$ cat config.mk
export PLATFORM = sky130hd
export DESIGN_NAME = minterm_window_detector
export DESIGN_NICKNAME = d
export VERILOG_FILES = /design/src/rtl/minterm_window_detector.sv
export SDC_FILE = /design/constraint.sdc
export NUM_CORES = 1
export LEC_CHECK = 0
export ABC_AREA = 1
export CAP_MARGIN = 20
export CORE_MARGIN = 2
export CORE_UTILIZATION = 43
export CTS_BUF_LIST = sky130_fd_sc_hd__clkbuf_2 sky130_fd_sc_hd__clkbuf_4 sky130_fd_sc_hd__clkbuf_8
export DETAILED_ROUTE_END_ITERATION = 10
export HOLD_SLACK_MARGIN = 0.03
export PLACE_DENSITY = 0.78
export SLEW_MARGIN = 10
export SYNTH_ARGS = -nofsm -noshare
export SYNTH_HDL_FRONTEND = slang
export SYNTH_SLANG_ARGS = --single-unit
export TNS_END_PERCENT = 50
$ cat constraint.sdc
create_clock -name clk -period 1.2 [get_ports clk]
set_input_delay 0.12 -clock clk [delete_from_list [all_inputs] [get_ports clk]]
set_output_delay 0.12 -clock clk [all_outputs]
set_load 0.05 [all_outputs]
$ cat src/rtl/minterm_window_detector.sv
// minterm_window_detector: serial N-bit window looked up in a loadable minterm mask; MWD_OVERLAP_EN selects overlapping detection
module minterm_window_detector #(
   parameter int N = 3,
   parameter int CNT_W = 8,
   parameter logic [(1<<N)-1:0] MASK = 8'h46
) (
   input  logic                clk,
   input  logic                rst,
   input  logic                clr,
   input  logic                in_valid,
   input  logic                x,
   input  logic                mask_load,
   input  logic [(1<<N)-1:0]   mask_in,
   output logic                z,
   output logic                z_valid,
   output logic [CNT_W-1:0]    match_count,
   output logic [N-1:0]        window
);
   localparam int FW = $clog2(N + 1);
   localparam logic [FW-1:0] FULL = FW'(N);
   localparam logic [FW-1:0] LAST = FW'(N - 1);
   logic [(1<<N)-1:0] mask;
   logic [FW-1:0] fill, next_fill;
   logic [N-1:0] next_window;
   logic eval, hit;
   // shifted window, evaluation gate and next fill level
   always_comb begin
      next_window = {window[N-2:0], x};
      eval = in_valid && fill >= LAST;
      hit = eval && mask[next_window];
`ifdef MWD_OVERLAP_EN
      next_fill = (fill == FULL) ? FULL : fill + 1'b1;
`else
      next_fill = hit ? '0 : (fill == FULL) ? FULL : fill + 1'b1;
`endif
   end
   // window, fill, result flag and saturating match counter
   always_ff @(posedge clk) begin
      if (rst || clr) begin
         window <= '0;
         fill <= '0;
         z <= 1'b0;
         z_valid <= 1'b0;
         match_count <= '0;
      end else begin
         z_valid <= eval;
         if (in_valid) begin
            window <= next_window;
            fill <= next_fill;
         end
         if (eval) z <= hit;
         if (hit && match_count != '1) match_count <= match_count + 1'b1;
      end
   end
   // mask register survives clr; an evaluation in the load cycle sees the old mask
   always_ff @(posedge clk) begin
      if (rst) mask <= MASK;
      else if (mask_load) mask <= mask_in;
   end
endmodule

* Yosys cells after proc, flatten, opt, wreduce, memory -nomap -nowiden
Index checks and enable logic that the tools add are counted. W data, S select, Z words.
Operators by class: $add $sub $neg 2, magnitude comparators 2, eq/ne operators 2, multiplexer cells 4, reduce and logical (&&, ||, !) cells 4
Operator list (count):
- $add A8 B1 Y8 const B | 1
- $ne A8 B8 Y1 const B | 1
- $lt A3 B4 Y1 const B | 1
- $mux W2 | 2
- $bmux W1 S3 | 1
- $logic_and A1 B1 Y1 | 3
- $add A2 B1 Y2 const B | 1
- $eq A2 B2 Y1 const B | 1
- $ge A2 B2 Y1 const B | 1
- $logic_or A1 B1 Y1 | 1
- $mux W1 | 1
Storage, ports and cells: register bits after elaboration 23, word-level logic and storage cells 20

* Longest topological paths before layout
depth after elaboration 4, gate-level depth with buffers 10

* Worst setup path before layout
Ideal clock, no wire load.
kind flip-flop to flip-flop, from register match_count[0], to register match_count[4], setup time 0.115 ns, arrival 1.619 ns, setup slack -0.534 ns, stages on the path, launching flop included 9, buffers on the path 0, path through dfxtp_1 > ha_1 > nand2_1 > nor2_1 > nand4_1 > nand3b_1 > inv_1 > a21oi_2 > nor2_1
Between the ends: longest elaborated chain between the ends 2, elaborated cells between the ends (all ways) 3
Ends and longest elaborated chain:
- start: declaration | RTL line 16 | output logic [CNT_W-1:0] match_count,
- start signal: assignment | RTL line 52 | if (hit && match_count != '1) match_count <= match_count + 1'b1;
- branches (longest 2 deep; another with $add A8 B1 Y8)
Several ways; the timed one is not identified. A chain may end at the register's enable or synchronous reset.

* Worst setup path in the final report
from register match_count[1], to register match_count[6]
Same word-level chain as after synthesis.

==> metrics <==
Seq pwr share 58.9%; x dimension of the die 54.1 um; final hold viol count 0; Worst Min Path Start x; clock-pin slew on the worst setup and hold paths 130 ps; final wirelength 2440 um; CTS tree done; run status complete, but fails checks; Synth warnings 0; Worst R2R Path Depth 8; main flop type after synthesis sky130_fd_sc_hd__dfxtp_1; number of diodes added for antenna fixing 0; number of flip-flops and latches in the synthesized netlist 23; Fin Clk Skew 4.00 ps; share of total power consumed by net switching 25.1%; row count 18; worst slack, placed -457 ps; cell total after placement 223; least setup slack across all paths after layout -121 ps; leakage dissipation 0.769 nW; area share of the leading cell type in the synthesized netlist 42.6%; max-capacitance violation count 0; detailed-routing iteration count for the pre-antenna-repair pass 4; count leader, synth sky130_fd_sc_hd__nand2_1; WL/cell 10.7 um; area of the die 2930 sq um; top layer reached by signal wires met4; worst-path maximum fanout 3; Setup-failing EPs final 8; pin count of the biggest net entering global routing 15; initial core utilization 44.4%; worst slew margin relative to its limit 83.1%; net switching power 0.336 mW; total met3 wirelength after detailed routing 97 um; DRT iter0 DRCs 8; worst vdd rail ir drop 0.830 mV; Core ar. 2430 sq um; data arrival time at the worst-slack endpoint 1540 ps; buffer cell driving the clock tree root sky130_fd_sc_hd__clkbuf_4; Post-Route M1 WL 930 um; sum of net half-perimeters after detailed placement 1870 um; EDFF count, synth 0; startpoint kind of the worst setup timing path register; Fmax 757 MHz; class of the tightest hold or removal check input port to register; most frequent cells after synthesis 28 x sky130_fd_sc_hd__nand2_1, 24 x sky130_fd_sc_hd__inv_1, 23 x sky130_fd_sc_hd__dfxtp_1; Port Buffers 26; final-stage net count 215; unrepaired setup endpoints after global routing yes; flop2flop setup slack -120 ps; cell types with the largest area share after synthesis sky130_fd_sc_hd__dfxtp_1 43%, sky130_fd_sc_hd__nand2_1 9.7%, sky130_fd_sc_hd__inv_1 8.3%; final antenna-violating net count 0; clock sinks 23; Final Instance Count excl. Fillers 229; clock share of power 26.3%; Via-to-Cell Ratio 4.93; final estimated routing congestion in global placement 0.858; antenna violations before repair 0; Critical Path RT 1420 ps; clock period minus final worst setup slack 1320 ps; worst flop-to-flop path startpoint match_count[1]$_SDFFE_PP0P_; number of global-route vias before repair 1087; share of final-layout standard cells stronger than drive strength 1 36.7%; synthesized netlist cell count 152; syn_nets 167; Logic pwr share 14.8%; DRC violation count after routing 0; smallest hold slack 300 ps; internal power 1.00 mW; total number of vias 1129; part of the Yosys area used for sequential elements 42.6%; global-route wire length before repair 4320 um; kind of end point of the critical path register; number of buffers created by CTS 3; number of cells traversed by the worst hold path 3; Clock Latency Late Sink 300 ps; Die Y-Extent 54.1 um; worst reg2reg endpoint match_count[6]$_SDFFE_PP0P_; global-route usage over all layers 19.9%; IO Pins 27; count of unique library cells instantiated by Yosys 23; maximum root-to-sink buffer count 2; worst-margin pin slew 252 ps; failing checks negative setup slack; Post-Syn Area per Cell 7.11 sq um; worst hold path endpoint window[0]$_SDFFE_PP0P_; number of levels in the clock H-tree 1; Syn-to-layout area delta 63.2%; proportion of register bits with asynchronous set or reset after synthesis 0%; final slew viol count 0; Synth Cell Area 1080 sq um; Setup CP Type register to register; Synth area leader sky130_fd_sc_hd__dfxtp_1; GR Overflow Total 0; detailed route wirelength on metal2 1380 um; final period utilization 110%; P per Cell Area 758 nW/um^2; post-layout total power 1.34 mW
==> power by group through the flow <==
stage / combinational, mW / clock (mW) / sequential, mW
2_1_floorplan: 0.0832 / 0 / 0.817
3_3_place_gp: 0.190 / 0 / 0.804
6_report: 0.198 / 0.352 / 0.787
3_5_place_dp: 0.196 / 0 / 0.805
5_1_grt: 0.220 / 0.408 / 0.791
4_1_cts: 0.196 / 0.360 / 0.788
==> cell type report <==
cell class,instances,area [sq um]
clock buffer,3,22.5
clock inverter,1,5.00
fill,185,668
inverter,27,101
multi-input combinational,99,561
sequential,23,485
tap,30,37.5
timing repair buffer,46,552
==> worst max-delay path by stage <==
stage	from	end	slack [ps]	depth (start not counted)
2_1_floorplan	match_count[1]$_SDFFE_PP0P_	match_count[7]$_SDFFE_PP0P_	-160	8
3_3_place_gp	x	match_count[2]$_SDFFE_PP0P_	-410	10
3_5_place_dp	x	match_count[1]$_SDFFE_PP0P_	-460	10
4_1_cts	match_count[0]$_SDFFE_PP0P_	match_count[7]$_SDFFE_PP0P_	-110	9
5_1_grt	match_count[1]$_SDFFE_PP0P_	match_count[4]$_SDFFE_PP0P_	-240	9
6_report	match_count[1]$_SDFFE_PP0P_	match_count[6]$_SDFFE_PP0P_	-120	8
==> cell families (layout without fill, tap and decap cells) <==
group / Yosys count / after routing / synth area share (%)
buffers and inverters: 30 / 77 / 11.6
DFF: 23 / 23 / 42.6
and+or+nand+nor: 67 / 67 / 28.2
AOI/OAI and AO/OA: 30 / 30 / 15.6
adders and majority gates: 1 / 1 / 1.16
xor gates and xnor gates: 1 / 1 / 0.810
==> per-layer routing <==
metal | global-route usage, % | up-vias
li1 | - | 580
met1 | 21.7 | 518
met2 | 35.9 | 25
met3 | 4.44 | 6
met4 | 9.58 | 0
met5 | 0 | -
==> metrics by stage <==
stage | TNS (ps) | utilization [%] | cell area [sq um]
finish | -637 | 72.5 | 1760
global route | -1520 | 72.5 | 1760
CTS | -494 | 71.3 | 1740
detailed placement | -4450 | 68.4 | 1660
global placement | -3880 | 68.4 | 1660
floorplan | -920 | - | 1120
==> cell usage in the layout (no fill, tap or decap) <==
| master | synthesis | routed |
|---|---|---|
| sky130_fd_sc_hd__nand4_1 | 1 | 1 |
| sky130_fd_sc_hd__clkinv_1 | 1 | 1 |
| sky130_fd_sc_hd__ha_4 | 0 | 1 |
| sky130_fd_sc_hd__nand3_2 | 2 | 7 |
| sky130_fd_sc_hd__a21oi_1 | 13 | 13 |
| sky130_fd_sc_hd__nor2_1 | 16 | 14 |
| sky130_fd_sc_hd__buf_4 | 1 | 19 |
| sky130_fd_sc_hd__dlygate4sd2_1 | 0 | 1 |
| sky130_fd_sc_hd__clkbuf_4 | 0 | 3 |
| sky130_fd_sc_hd__inv_2 | 2 | 5 |
| sky130_fd_sc_hd__nor3_2 | 0 | 1 |
| sky130_fd_sc_hd__clkinv_2 | 0 | 1 |
| sky130_fd_sc_hd__buf_12 | 0 | 14 |
| sky130_fd_sc_hd__nand2_4 | 0 | 1 |
| sky130_fd_sc_hd__o21ai_0 | 12 | 12 |
| sky130_fd_sc_hd__clkdlybuf4s50_1 | 0 | 12 |
| sky130_fd_sc_hd__dfxtp_1 | 23 | 13 |
| sky130_fd_sc_hd__dfxtp_4 | 0 | 5 |
| sky130_fd_sc_hd__xnor2_1 | 1 | 1 |
| sky130_fd_sc_hd__inv_1 | 24 | 21 |
| sky130_fd_sc_hd__nor2_4 | 1 | 2 |
| sky130_fd_sc_hd__nand2_1 | 28 | 25 |
| sky130_fd_sc_hd__nand3_1 | 14 | 9 |
| sky130_fd_sc_hd__a21oi_2 | 4 | 4 |
| sky130_fd_sc_hd__nor2_2 | 1 | 2 |
| sky130_fd_sc_hd__o2111ai_1 | 1 | 1 |
| sky130_fd_sc_hd__dfxtp_2 | 0 | 5 |
| sky130_fd_sc_hd__nand2_2 | 1 | 3 |
| sky130_fd_sc_hd__nand3b_1 | 2 | 2 |
==> registers in the layout, indices dropped and copies added, names as in the netlist <==
name / flops
mask: 8
window: 3
z: 1
z_valid: 1
fill: 2
match_count: 8
==> timing repair <==
action / 4_1_cts / 5_1_grt
hold buffers: 0 / 0
setup endpoints to repair: 9 / 11
resized for setup: 8 / 8
setup buffers: 1 / 1
pin swaps: 11 / 9
==> worst max-delay path, cell delays in order (launching register included) <==
cell,delay (ps)
sky130_fd_sc_hd__dfxtp_4,380
sky130_fd_sc_hd__ha_4,140
sky130_fd_sc_hd__nand2_4,50
sky130_fd_sc_hd__nor3_2,200
sky130_fd_sc_hd__nand2_1,100
sky130_fd_sc_hd__o21ai_0,200
sky130_fd_sc_hd__nand2_1,70
sky130_fd_sc_hd__nand2_1,60
sky130_fd_sc_hd__inv_1,30
Power figures use the tool's default switching activity.
